### config.mk
export PLATFORM = sky130hd
export DESIGN_NAME = branch_resolve_unit_flat
export DESIGN_NICKNAME = d
export VERILOG_FILES = /design/src/rtl/branch_resolve_unit_pkg.sv /design/src/rtl/branch_resolve_unit_if.sv /design/src/rtl/branch_resolve_unit_compare.sv /design/src/rtl/branch_resolve_unit.sv /design/src/flat_wrapper.sv
export SDC_FILE = /design/constraint.sdc
export NUM_CORES = 1
export LEC_CHECK = 0
export ABC_AREA = 1
export BUFFER_PORTS_ARGS = -buffer_cell sky130_fd_sc_hd__clkbuf_2
export CAP_MARGIN = 5
export CORE_UTILIZATION = 35
export CTS_CLUSTER_SIZE = 25
export DETAILED_ROUTE_END_ITERATION = 8
export PLACE_DENSITY = 0.58
export SLEW_MARGIN = 15
export SYNTH_ARGS = -nofsm -noshare
export SYNTH_HDL_FRONTEND = slang
export SYNTH_HIERARCHICAL = 1
export SYNTH_SLANG_ARGS = --single-unit
export TNS_END_PERCENT = 20
### constraint.sdc
create_clock -name clk -period 5.15 [get_ports clk]
set_input_delay 0.2575 -clock clk [delete_from_list [all_inputs] [get_ports clk]]
set_output_delay 0.2575 -clock clk [all_outputs]
set_load 0.005 [all_outputs]
### src/rtl/branch_resolve_unit_pkg.sv
// Shared types for the execute-stage branch resolver: FSM states, branch kinds
// and the flag-to-kind priority encoder.
package branch_resolve_unit_pkg;

    localparam logic [6:0] OPCODE_BRANCH = 7'b1100011;
    localparam logic [2:0] F3_BEQ  = 3'b000;
    localparam logic [2:0] F3_BNE  = 3'b001;
    localparam logic [2:0] F3_BLT  = 3'b100;
    localparam logic [2:0] F3_BGE  = 3'b101;
    localparam logic [2:0] F3_BLTU = 3'b110;
    localparam logic [2:0] F3_BGEU = 3'b111;

    typedef enum logic [1:0] {
        IDLE     = 2'd0,
        REDIRECT = 2'd1,
        SQUASH   = 2'd2
    } br_state_t;

    // Kinds reuse the funct3 encoding; 3'b010 is not a branch funct3, so it marks "none".
    typedef enum logic [2:0] {
        BR_EQ   = F3_BEQ,
        BR_NE   = F3_BNE,
        BR_NONE = 3'b010,
        BR_LT   = F3_BLT,
        BR_GE   = F3_BGE,
        BR_LTU  = F3_BLTU,
        BR_GEU  = F3_BGEU
    } br_kind_t;

    // flags = {beq, bne, blt, bge, bltu, bgeu}; leftmost set flag wins.
    function automatic br_kind_t flags_to_kind(input logic [5:0] flags);
        br_kind_t k;
        if (flags[5])      k = BR_EQ;
        else if (flags[4]) k = BR_NE;
        else if (flags[3]) k = BR_LT;
        else if (flags[2]) k = BR_GE;
        else if (flags[1]) k = BR_LTU;
        else if (flags[0]) k = BR_GEU;
        else               k = BR_NONE;
        return k;
    endfunction

endpackage

### src/rtl/branch_resolve_unit_if.sv
// Upstream instruction handshake, fetch redirect handshake and status outputs
// of the branch resolver, bundled as one interface.
interface branch_resolve_unit_if #(
    parameter int XLEN  = 32,
    parameter int CNT_W = 32
);
    // Both handshakes transfer on a cycle where valid && ready; the valid side
    // holds its payload stable until that cycle.
    logic             in_valid;
    logic             in_ready;
    logic             beq;
    logic             bne;
    logic             blt;
    logic             bge;
    logic             bltu;
    logic             bgeu;
    logic [XLEN-1:0]  rs1_val;
    logic [XLEN-1:0]  rs2_val;
    logic [XLEN-1:0]  pc;
    logic [XLEN-1:0]  imm;
    logic             redir_valid;
    logic             redir_ready;
    logic [XLEN-1:0]  redir_pc;
    logic             kill;
    logic             misalign;
    logic [CNT_W-1:0] branch_cnt;
    logic [CNT_W-1:0] taken_cnt;

    modport master (
        output in_valid, beq, bne, blt, bge, bltu, bgeu,
               rs1_val, rs2_val, pc, imm, redir_ready,
        input  in_ready, redir_valid, redir_pc, kill, misalign,
               branch_cnt, taken_cnt
    );

    modport slave (
        input  in_valid, beq, bne, blt, bge, bltu, bgeu,
               rs1_val, rs2_val, pc, imm, redir_ready,
        output in_ready, redir_valid, redir_pc, kill, misalign,
               branch_cnt, taken_cnt
    );
endinterface

### src/rtl/branch_resolve_unit_compare.sv
// Combinational branch condition: one-hot (priority-resolved) flags plus the
// two operands produce a branch/taken decision.
module branch_resolve_unit_compare
    import branch_resolve_unit_pkg::*;
#(
    parameter int XLEN = 32
) (
    input  logic [5:0]      flags_i,
    input  logic [XLEN-1:0] rs1_i,
    input  logic [XLEN-1:0] rs2_i,
    output logic            is_branch_o,
    output logic            taken_o
);
    br_kind_t kind;
    logic     eq;
    logic     lt;
    logic     ltu;

    assign kind        = flags_to_kind(flags_i);
    assign eq          = (rs1_i == rs2_i);
    assign lt          = ($signed(rs1_i) < $signed(rs2_i));
    assign ltu         = (rs1_i < rs2_i);
    assign is_branch_o = (kind != BR_NONE);

    always_comb begin
        taken_o = 1'b0;
        case (kind)
            BR_EQ:   taken_o = eq;
            BR_NE:   taken_o = !eq;
            BR_LT:   taken_o = lt;
            BR_GE:   taken_o = !lt;
            BR_LTU:  taken_o = ltu;
            BR_GEU:  taken_o = !ltu;
            default: taken_o = 1'b0;
        endcase
    end
endmodule

### src/rtl/branch_resolve_unit.sv
// Execute-stage branch resolver: decides taken branches, holds a redirect to
// fetch until accepted, then squashes KILL_SLOTS wrong-path slots.
module branch_resolve_unit
    import branch_resolve_unit_pkg::*;
#(
    parameter int XLEN       = 32,
    parameter int KILL_SLOTS = 2,
    parameter int CNT_W      = 32
) (
    input  logic                  clk,
    input  logic                  reset,
    branch_resolve_unit_if.slave  bus,
    output br_state_t             state_dbg_o
);
    br_state_t        state_q, state_d;
    logic [XLEN-1:0]  redir_pc_q, redir_pc_d;
    logic [2:0]       squash_q, squash_d;
    logic             misalign_q, misalign_d;
    logic [CNT_W-1:0] branch_cnt_q, branch_cnt_d;
    logic [CNT_W-1:0] taken_cnt_q, taken_cnt_d;

    logic [5:0]       flags;
    logic             is_branch;
    logic             taken;
    logic [XLEN-1:0]  target;
    logic             aligned;
    logic             idle_accept;
    logic             in_ready;

    assign flags = {bus.beq, bus.bne, bus.blt, bus.bge, bus.bltu, bus.bgeu};

    branch_resolve_unit_compare #(.XLEN(XLEN)) u_compare (
        .flags_i     (flags),
        .rs1_i       (bus.rs1_val),
        .rs2_i       (bus.rs2_val),
        .is_branch_o (is_branch),
        .taken_o     (taken)
    );

    assign target      = bus.pc + bus.imm;
    assign aligned     = (target[1:0] == 2'b00);
    // Squash-cycle accepts fall outside IDLE, so they are dropped without counting.
    assign idle_accept = bus.in_valid && in_ready && (state_q == IDLE);

    always_ff @(posedge clk or posedge reset) begin
        if (reset) begin
            state_q      <= IDLE;
            redir_pc_q   <= '0;
            squash_q     <= '0;
            misalign_q   <= 1'b0;
            branch_cnt_q <= '0;
            taken_cnt_q  <= '0;
        end else begin
            state_q      <= state_d;
            redir_pc_q   <= redir_pc_d;
            squash_q     <= squash_d;
            misalign_q   <= misalign_d;
            branch_cnt_q <= branch_cnt_d;
            taken_cnt_q  <= taken_cnt_d;
        end
    end

    always_comb begin
        state_d      = state_q;
        redir_pc_d   = redir_pc_q;
        squash_d     = squash_q;
        misalign_d   = 1'b0;
        branch_cnt_d = branch_cnt_q;
        taken_cnt_d  = taken_cnt_q;
        case (state_q)
            IDLE: begin
                if (idle_accept && is_branch) begin
                    branch_cnt_d = branch_cnt_q + 1'b1;
                    if (taken && aligned) begin
                        taken_cnt_d = taken_cnt_q + 1'b1;
                        redir_pc_d  = target;
                        state_d     = REDIRECT;
                    end else if (taken) begin
                        misalign_d = 1'b1;
                    end
                end
            end
            REDIRECT: begin
                if (bus.redir_ready) begin
                    if (KILL_SLOTS == 0) begin
                        state_d = IDLE;
                    end else begin
                        squash_d = 3'(KILL_SLOTS);
                        state_d  = SQUASH;
                    end
                end
            end
            SQUASH: begin
                squash_d = squash_q - 3'd1;
                if (squash_q <= 3'd1) begin
                    state_d = IDLE;
                end
            end
            default: state_d = IDLE;
        endcase
    end

    always_comb begin
        in_ready        = (state_q != REDIRECT);
        bus.in_ready    = in_ready;
        bus.redir_valid = (state_q == REDIRECT);
        bus.kill        = (state_q == SQUASH);
        bus.redir_pc    = redir_pc_q;
        bus.misalign    = misalign_q;
        bus.branch_cnt  = branch_cnt_q;
        bus.taken_cnt   = taken_cnt_q;
        state_dbg_o     = state_q;
    end
endmodule

### src/flat_wrapper.sv
// flat-port wrapper written by rule: the top's interface ports become plain ports
module branch_resolve_unit_flat import branch_resolve_unit_pkg::*;
#(
    parameter int XLEN       = 32,
    parameter int KILL_SLOTS = 2,
    parameter int CNT_W      = 32
)
  (clk, reset, state_dbg_o, bus_in_valid, bus_beq, bus_bne, bus_blt, bus_bge, bus_bltu, bus_bgeu, bus_rs1_val, bus_rs2_val, bus_pc, bus_imm, bus_redir_ready, bus_in_ready, bus_redir_valid, bus_redir_pc, bus_kill, bus_misalign, bus_branch_cnt, bus_taken_cnt);
  branch_resolve_unit_if #(.XLEN(XLEN), .CNT_W(CNT_W)) bus_i ();
  input  logic clk;
  input  logic reset;
  output br_state_t state_dbg_o;
  input wire logic [$bits(bus_i.in_valid)-1:0] bus_in_valid;
  input wire logic [$bits(bus_i.beq)-1:0] bus_beq;
  input wire logic [$bits(bus_i.bne)-1:0] bus_bne;
  input wire logic [$bits(bus_i.blt)-1:0] bus_blt;
  input wire logic [$bits(bus_i.bge)-1:0] bus_bge;
  input wire logic [$bits(bus_i.bltu)-1:0] bus_bltu;
  input wire logic [$bits(bus_i.bgeu)-1:0] bus_bgeu;
  input wire logic [$bits(bus_i.rs1_val)-1:0] bus_rs1_val;
  input wire logic [$bits(bus_i.rs2_val)-1:0] bus_rs2_val;
  input wire logic [$bits(bus_i.pc)-1:0] bus_pc;
  input wire logic [$bits(bus_i.imm)-1:0] bus_imm;
  input wire logic [$bits(bus_i.redir_ready)-1:0] bus_redir_ready;
  output wire logic [$bits(bus_i.in_ready)-1:0] bus_in_ready;
  output wire logic [$bits(bus_i.redir_valid)-1:0] bus_redir_valid;
  output wire logic [$bits(bus_i.redir_pc)-1:0] bus_redir_pc;
  output wire logic [$bits(bus_i.kill)-1:0] bus_kill;
  output wire logic [$bits(bus_i.misalign)-1:0] bus_misalign;
  output wire logic [$bits(bus_i.branch_cnt)-1:0] bus_branch_cnt;
  output wire logic [$bits(bus_i.taken_cnt)-1:0] bus_taken_cnt;
  assign bus_i.in_valid = bus_in_valid;
  assign bus_i.beq = bus_beq;
  assign bus_i.bne = bus_bne;
  assign bus_i.blt = bus_blt;
  assign bus_i.bge = bus_bge;
  assign bus_i.bltu = bus_bltu;
  assign bus_i.bgeu = bus_bgeu;
  assign bus_i.rs1_val = bus_rs1_val;
  assign bus_i.rs2_val = bus_rs2_val;
  assign bus_i.pc = bus_pc;
  assign bus_i.imm = bus_imm;
  assign bus_i.redir_ready = bus_redir_ready;
  assign bus_in_ready = bus_i.in_ready;
  assign bus_redir_valid = bus_i.redir_valid;
  assign bus_redir_pc = bus_i.redir_pc;
  assign bus_kill = bus_i.kill;
  assign bus_misalign = bus_i.misalign;
  assign bus_branch_cnt = bus_i.branch_cnt;
  assign bus_taken_cnt = bus_i.taken_cnt;
  branch_resolve_unit #(.XLEN(XLEN), .KILL_SLOTS(KILL_SLOTS), .CNT_W(CNT_W)) u_core (.clk(clk), .reset(reset), .bus(bus_i), .state_dbg_o(state_dbg_o));
endmodule
Yosys cells after proc, flatten, opt, wreduce, memory -nomap -nowiden
Cells that the tools add are included. W data, S select, Z words.

Flip-flop bits (word level): 102. Bits of input ports: 138. Output and inout bits: 102. Logic and storage cells: 60.

$add $sub $neg: 4. Magnitude comparators: 3. Equal/unequal tests: 14. Muxes and demuxes: 18. Reductions and logical operators: 15.

Operator list (number): $add A32 B1 Y32 const B (2); $lt A32 B32 Y1 (2); $add A32 B32 Y32 (1); $eq A32 B32 Y1 (1); $mux W3 (7); $eq A3 B3 Y1 const B (4); $mux W2 (4); $ne A2 B2 Y1 const B (3); $pmux W1 S6 (1); $pmux W2 S3 (1); $pmux W3 S2 (1); $logic_and A1 B1 Y1 (4); $logic_not A2 Y1 (2); $mux W1 (4); $ne A2 B1 Y1 const B (2); $reduce_and A2 Y1 (2); $reduce_and A4 Y1 (1); $eq A3 B1 Y1 const B (1); $le A3 B1 Y1 const B (1); $logic_not A1 Y1 (3); $logic_not A3 Y1 (1); $ne A3 B2 Y1 const B (1); $reduce_and A3 Y1 (1); $sub A3 B1 Y3 const B (1); 3 further kinds (3).

Logic depth before layout (Yosys ltp)
Gate-level depths: netlist of run 1.

Depth in word-level cells: 12. Mapped depth: 25. Mapped depth without buffers: 25.

By module
The synthesis of run 1 kept the hierarchy.

Modules (own cells, without submodules): branch_resolve_unit (instances 1, cells each 1002, area an instance 6991.7 um^2); branch_resolve_unit_compare (instances 1, cells each 173, area an instance 1027.2 um^2).

Worst setup path before layout of run 1
No wires, ideal clock.

Kind: input -> register. Start: input bus_rs2_val[31]. End: register u_core.taken_cnt_q[12], in the netlist u_core/bus.taken_cnt[12]. Arrival: 2298 ps. Data required time: 5071 ps. Setup slack: 2773 ps. Stages on the path: 20. Path buffers: 1. Cell sequence: inv_1 > ha_1 > nand2_2 > nor2_4 > nand2_2 > nor3b_4 > nand2_2 > nand2_2 > nand2_1 > nand2_1 > nand2_1 > nand2_1 > nand2_1 > nor2_4 > inv_2 > buf_4 > nor2_4 > nand2_1 > nor2_1 > xor2_1.

Word-level cells in the longest chain between the ends: 5. Elaborated cells on any way between the ends: 9.

Ends and longest elaborated chain: start: declaration (line flat_wrapper.sv:21) `input wire logic [$bits(bus_i.rs2_val)-1:0] bus_rs2_val;`; $lt A32 B32 Y1, or another cell as far along (line branch_resolve_unit_compare.sv:22) `assign ltu = (rs1_i < rs2_i);`; $logic_not A1 Y1 (on tied branches) (line branch_resolve_unit_compare.sv:33, branch_resolve_unit_compare.sv:29, branch_resolve_unit_compare.sv:31); $pmux W1 S6 * (line branch_resolve_unit_compare.sv:27) `case (kind)`; via u_core.taken (line branch_resolve_unit.sv:24) `logic taken;`; $logic_and A1 B1 Y1 * (line branch_resolve_unit.sv:74) `if (taken && aligned) begin`; $reduce_and A3 Y1 (no line) *; end signal: assignment (line branch_resolve_unit.sv:59) `taken_cnt_q <= taken_cnt_d;`; end: declaration (line branch_resolve_unit.sv:20) `logic [CNT_W-1:0] taken_cnt_q, taken_cnt_d;`.

The timed path passes the listed nets; every way through them passes the cells marked *. A chain may end at the register's enable or synchronous reset.

Final worst setup path of run 1
Start: input bus_rs2_val[23]. End: register u_core.taken_cnt_q[28], in the netlist u_core/bus.taken_cnt[28].

Same word-level chain as after synthesis.

==> results by group, run 1 <==
Layout
  • Layout cells sized above 1: 20.2%
  • Commonest non-fill, non-tap cells in the layout: nand2_1 (403), clkbuf_2 (239), inv_1 (202), nor2_1 (105), dfrtp_1 (102)
  • Most common cell after layout, fill and taps aside: nand2_1
  • Fin nets: 1,626
  • Antenna diode count: 0
  • Core Util, Final: 43.8%
  • Layout area overhead: 23.2%

Timing
  • Final worst slack: 2.06 ns
  • Setup TNS Final: 0 ns
  • Max Freq: 323 MHz
  • WHS: 0.147 ns
  • Setup Viol. Count Final: 0
  • Tightest Pin Transition: 0.832 ns
  • Period minus WS final: ~3.1 ns
  • Worst Skew: 0.00603 ns
  • Final slew viol count: 0
  • Unrepaired setup endpoints after global routing: no
  • Fin crit share: 60.1%
  • Hold Vio Cnt, Final: 0
  • Slew HR: 44.5%

Die
  • Num rows: 55
  • Die Height: 153 um
  • I/O pin cnt: 240
  • Core Area: 22,600 um^2
  • Die span in x: 153 um
  • Die Area: 23,500 um^2
  • Starting Density: 35.5%

Setup path
  • Crit Reg-Reg Startpoint: u_core/state_dbg_o[0]
  • Worst Path Max Fanout: 34
  • Worst setup SP type: input port
  • Reg2reg path depth: 9
  • R2r endpoint: u_core/bus.taken_cnt[28]
  • Worst setup EP type: register
  • Worst endpoint data arrival time: 3.33 ns
  • CP required: roughly 5.4 ns
  • Flop-to-flop setup slack: about 2.7 ns
  • CP Class: in -> reg

Worst hold path
  • Worst hold endpoint: u_core/state_dbg_o[0]
  • Hold Path Class: in -> reg
  • Min-delay src: bus_redir_ready
  • Worst hold stages: 2

Drt
  • Router iterations before antenna repair: 5
  • Initial DRC count: 372
  • Post-route DRC: 0
  • Vias: 7,834
  • Drt total wl: ~22,000 um
  • Avg Vias per Cell: 4.58
  • Post-route ant nets: 0
  • WL/cell: around 13 um

Synthesis
  • Sequential element share of the synthesized area: 31.8%
  • Post-Synthesis Cell Area: 8020 um^2
  • Ys Warns: 6
  • Syn_area_per_cell: just under 7 um^2
  • Mapped Cells: 1,175
  • Library cells used by synthesis: between 40 and 50
  • Post-synth net total: 1,381
  • Synthesis-stage register bit count: 102

Place
  • Placer Congestion: approximately 0.90
  • # port buffers: ~240
  • Dpl ws: roughly 1.6 ns
  • DP HPWL: 17,900 um

Pwr
  • Worst vdd ir: 0.000173 V
  • Clock Power Share: 26.2%
  • Switch Pwr: 0.969 mW
  • Internal Pwr Total: about 1.8 mW
  • Sw Share: 34.8%
  • Power Density: 282 nW/um^2
  • Pleak: 5.78 nW
  • Sequential group share of total power: ~41%
  • Comb pwr share: 33.0%

Clock tree
  • CTS tree: done
  • Worst-Skew Late Latency: 0.35 ns
  • Max Root-Sink Buffers: 2
  • H-Tree Depth: 3
  • Total CTS buffers: 9
  • Clock root cell: clkbuf_16
  • Clock-pin slew on the worst setup and hold paths: 0.07 ns
  • Sink Count: about 100
  • Post_cts resized: 0

GRT
  • GRT Total Usage: 18.9%
  • Initial antenna violation count: 0
  • Global-route wire length before repair: approximately 36,000 um
  • Total gr overflow: 0
  • Vias in the first global route: 7,395
  • Largest net degree at the start of global routing: 66

Outcome
  • Status: finished, final reports clean

Job
  • Number of max-cap violations: 0
[how the worst max path moves through the flow]
stage	from	endpoint	slack, ns	cells past startpoint
after floorplan	reset	u_core/bus.branch_cnt[0]	2.22	1
after global routing	bus_rs2_val[21]	u_core/bus.taken_cnt[28]	1.68	21
final	bus_rs2_val[23]	u_core/bus.taken_cnt[28]	2.06	21
after global placement	bus_rs2_val[23]	u_core/bus.taken_cnt[28]	1.72	19
after CTS	bus_rs2_val[23]	u_core/bus.taken_cnt[28]	2.01	21
after detailed placement	bus_rs2_val[23]	u_core/bus.taken_cnt[28]	1.63	21
[through the flow]
stage / cell area (um^2) / cells / total power, mW
floorplan: 8020 / 1175 / 1.66
global route: 9880 / 1709 / 3.00
detailed placement: 9560 / 1693 / 2.08
global placement: 9560 / 1693 / 2.07
finish: 9880 / 1709 / 2.78
CTS: 9880 / 1709 / 2.83
[registers in the layout (all words and copies together) (netlist names)]
name	count
u_core/bus.misalign	1
u_core/squash_q	3
u_core/bus.redir_pc	32
u_core/bus.taken_cnt	32
u_core/bus.branch_cnt	32
u_core/state_dbg_o	2
[synth_stat cells (all sizes together)]
cell type    n  area (um^2)
nand2      412         1580
and3         2         12.5
or2          1         6.26
nor2       116          498
o21ai       26          130
o211ai       1         7.51
xnor2       43          377
dfrtp      102         2550
a21oi       38          194
ha          67          838
buf          5         25.0
nor3        16         96.4
a22oi        1         7.51
o2bb2ai      1         8.76
o21a         1         8.76
and2         1         6.26
or3          1         6.26
o2111a       1         11.3
nor3b        1         18.8
a21o         2         15.0
clkbuf       4         15.0
o21bai       3         22.5
nand3       72          365
nor4         1         6.26
nand3b       5         41.3
xor2        30          263
fa           1         20.0
inv        204          766
nand4       17          121
[layer usage]
metal	GRT usage (%)	up-vias	part of all wire [%]
li1	-	4120	-
met1	24.5	3514	46
met2	33.2	175	49
met3	1.79	25	3.8
met4	5.76	0	1.6
met5	0	-	0
[power groups by stage]
stage	clock network [mW]	logic (mW)	registers (mW)
global placement	0	0.923	1.15
global route	0.779	1.06	1.16
floorplan	0	0.523	1.13
detailed placement	0	0.927	1.15
CTS	0.757	0.934	1.14
finish	0.729	0.919	1.13
[worst max-delay path, cell delays in order]
cell      delay (ns)
clkbuf_2        0.08
inv_1           0.03
ha_1            0.28
nand2_1         0.07
nor2_1          0.15
nand3_1         0.16
nor3b_4         0.27
nand2_2         0.10
nand2_2         0.07
nand2_1         0.05
nand2_1         0.05
nand2_1         0.04
nand2_1         0.08
nand2_1         0.09
nor2_4          0.11
buf_4           0.35
inv_2           0.27
nor3_2          0.34
nand3_1         0.21
o21ai_0         0.20
nand2_1         0.06
[cell families after synthesis]
kind of cell | after synthesis | synth area share (%)
AO/OA/AOI/OAI | 74 | 5.06
XOR/XNOR | 73 | 7.97
adder cells (fa/ha/maj) | 68 | 10.7
AND/OR/NAND/NOR | 645 | 34.4
buffers and inverters | 213 | 10.0
flip-flops | 102 | 31.8
[final cells by class]
type | count | area, um^2
Inverter | 204 | 768
Sequential cell | 102 | 2550
Clock buffer | 10 | 229
Multi-Input combinational cell | 860 | 4660
Fill cell | 2374 | 12700
Tap cell | 285 | 357
Timing Repair Buffer | 243 | 1230
Clock inverter | 5 | 83.8
[timing repair]
action / CTS / global route
hold endpoints to repair: 37 / 0
hold buffers: 1 / 0
buffers inserted: 0 / 0
(Power assumes the default switching activity.)
==> inputs of run 2 (changes only) <==
==> constraint.sdc (replaced) <==
create_clock -name clk -period 2.9 [get_ports clk]
set_input_delay 0.145 -clock clk [delete_from_list [all_inputs] [get_ports clk]]
set_output_delay 0.145 -clock clk [all_outputs]
set_load 0.005 [all_outputs]
==> results by group, run 2 (synthesis results as in run 1) <==
Outcome
  • Status: finished, final reports clean (unchanged)

Die
  • Die Area: 23,500 um^2 (unchanged)
  • Core Area: 22,600 um^2 (unchanged)
  • Num rows: 55 (unchanged)
  • Die Height: 153 um (unchanged)
  • Starting Density: 35.5% (unchanged)
  • Die span in x: 153 um (unchanged)
  • I/O pin cnt: 240 (unchanged)

Drt
  • Router iterations before antenna repair: 5 (unchanged)
  • Vias: 7,835 (was 7,834)
  • WL/cell: 12.7 um (about the same)
  • Avg Vias per Cell: 4.58 (about the same)
  • Drt total wl: 21,700 um (was 21,600 um)
  • Post-route ant nets: 0 (unchanged)
  • Initial DRC count: 338 (was 372)
  • Post-route DRC: 0 (unchanged)

Layout
  • Most common cell after layout, fill and taps aside: nand2_1 (unchanged)
  • Layout cells sized above 1: 20.3% (was 20.2%)
  • Layout area overhead: 23.5% (was 23.2%)
  • Commonest non-fill, non-tap cells in the layout: nand2_1 (403), clkbuf_2 (239), inv_1 (202), nor2_1 (105), dfrtp_1 (102) (unchanged)
  • Finished Layout Cells: 1,712 (was 1,709)
  • Fin nets: 1,628 (was 1,626)
  • Antenna diode count: 0 (unchanged)

Setup path
  • Worst setup EP type: register (unchanged)
  • CP Class: in -> reg (unchanged)
  • CP required: 3.17 ns (was 5.39 ns)
  • Worst Path Max Fanout: 5 (was 34)
  • Worst setup SP type: input port (unchanged)
  • Worst endpoint data arrival time: 2.67 ns (was 3.33 ns)

Timing
  • Final slew viol count: 0 (unchanged)
  • Fin crit share: 82.6%
  • Setup TNS Final: 0 ns (unchanged)
  • Max Freq: ~420 MHz
  • Final worst slack: 0.504 ns (was 2.06 ns)
  • Period minus WS final: 2.40 ns
  • Unrepaired setup endpoints after global routing: no (unchanged)
  • WHS: 0.0251 ns (was 0.147 ns)
  • Setup Viol. Count Final: 0 (unchanged)
  • Worst Skew: 0.00631 ns (was 0.00603 ns)
  • Tightest Pin Transition: 0.665 ns (was 0.832 ns)
  • Hold Vio Cnt, Final: 0 (unchanged)
  • Slew HR: 55.7% (was 44.5%)

Clock tree
  • Total CTS buffers: 9 (unchanged)
  • Post_cts resized: 0 (unchanged)
  • Clock root cell: clkbuf_16 (unchanged)
  • Clock-pin slew on the worst setup and hold paths: 0.07 ns (about the same)
  • H-Tree Depth: 3 (unchanged)
  • Worst-Skew Late Latency: 0.34 ns (was 0.35 ns)
  • Max Root-Sink Buffers: 2 (unchanged)
  • Postcts setup bufs: 0 (unchanged)
  • Sink Count: 102 (unchanged)
  • CTS tree: done (unchanged)
  • Hold buffers post-CTS: 1 (unchanged)

GRT
  • Vias in the first global route: 7,563 (was 7,395)
  • Global-route wire length before repair: 36,300 um (was 36,000 um)
  • Total gr overflow: 0 (unchanged)
  • Largest net degree at the start of global routing: 53 (was 66)
  • Initial antenna violation count: 0 (unchanged)
  • GRT Total Usage: 19.0% (was 18.9%)

Place
  • DP HPWL: 18,000 um (was 17,900 um)
  • Placer Congestion: 0.912 (was 0.902)
  • # port buffers: 239 (unchanged)
  • Dpl ws: 0.126 ns (was 1.63 ns)
  • Dpl cells: 1,695 (was 1,693)

Worst hold path
  • Hold Path Class: in -> reg (unchanged)

Pwr
  • Power Density: 501 nW/um^2 (was 282 nW/um^2)
  • Worst vdd ir: 0.000236 V (was 0.000173 V)
  • Pleak: 5.80 nW (was 5.78 nW)

Job
  • Number of max-cap violations: 0 (unchanged)
==> run 2: final timing paths <==
path / start / endpoint / slack, ns / cells past startpoint
max: bus_rs2_val[23] / u_core/bus.taken_cnt[25] / 0.50 / 20
min: bus_redir_ready / u_core/state_dbg_o[0] / 0.03 / 2
max reg2reg: u_core/bus.taken_cnt[0] / u_core/bus.taken_cnt[26] / 0.92 / 8
min reg2reg: u_core/bus.taken_cnt[31] / u_core/bus.taken_cnt[31] / 0.47 / 1
max in group asynchronous: reset / u_core/bus.redir_pc[9] / 1.62 / 4
min in group asynchronous: reset / u_core/bus.redir_pc[1] / 0.45 / 3
==> run 2: area by class of cell <==
cell class / count / area, um^2
Multi-Input combinational cell: 860 / 4660
Timing Repair Buffer: 245 / 1240
Inverter: 204 / 768
Clock buffer: 13 / 270
Tap cell: 285 / 357
Fill cell: 2426 / 12700
Clock inverter: 3 / 50.0
Sequential cell: 102 / 2550
==> run 2: critical path, stage by stage <==
cell and delay (ns):
clkbuf_2 0.07, inv_1 0.03, ha_1 0.28, nand2_1 0.07, nor2_1 0.15, nand3_1 0.15, nor3b_4 0.25, nand2_2 0.10
nand2_2 0.07, nand2_1 0.05, nand2_1 0.05, nand2_1 0.04, nand2_1 0.08, nand2_1 0.09, nor2_4 0.22, nand3b_2 0.17
nor2_2 0.22, nand2_1 0.14, nor2_1 0.14, xor2_1 0.14
==> run 2: power by group <==
part	switching, mW	internal (mW)	total [mW]
logic	0.936	0.715	1.65
clock network	0.557	0.750	1.31
registers	0.249	1.75	2.00
==> run 2: stage by stage <==
step	util (%)	cell area, um^2	total power, mW
final	43.9	9900	4.96
after global routing	43.9	9900	5.34
after CTS	43.9	9900	5.04
after detailed placement	42.4	9570	3.70
after global placement	42.4	9570	3.67
after floorplan	-	8020	2.94
==> run 2: layer usage <==
metal,vias up,part of all wire (%),global-route usage (%)
met2,167,48,33.2
met4,0,1.9,5.90
met5,-,0,0
li1,4136,-,-
met3,28,3.2,1.79
met1,3504,47,24.6
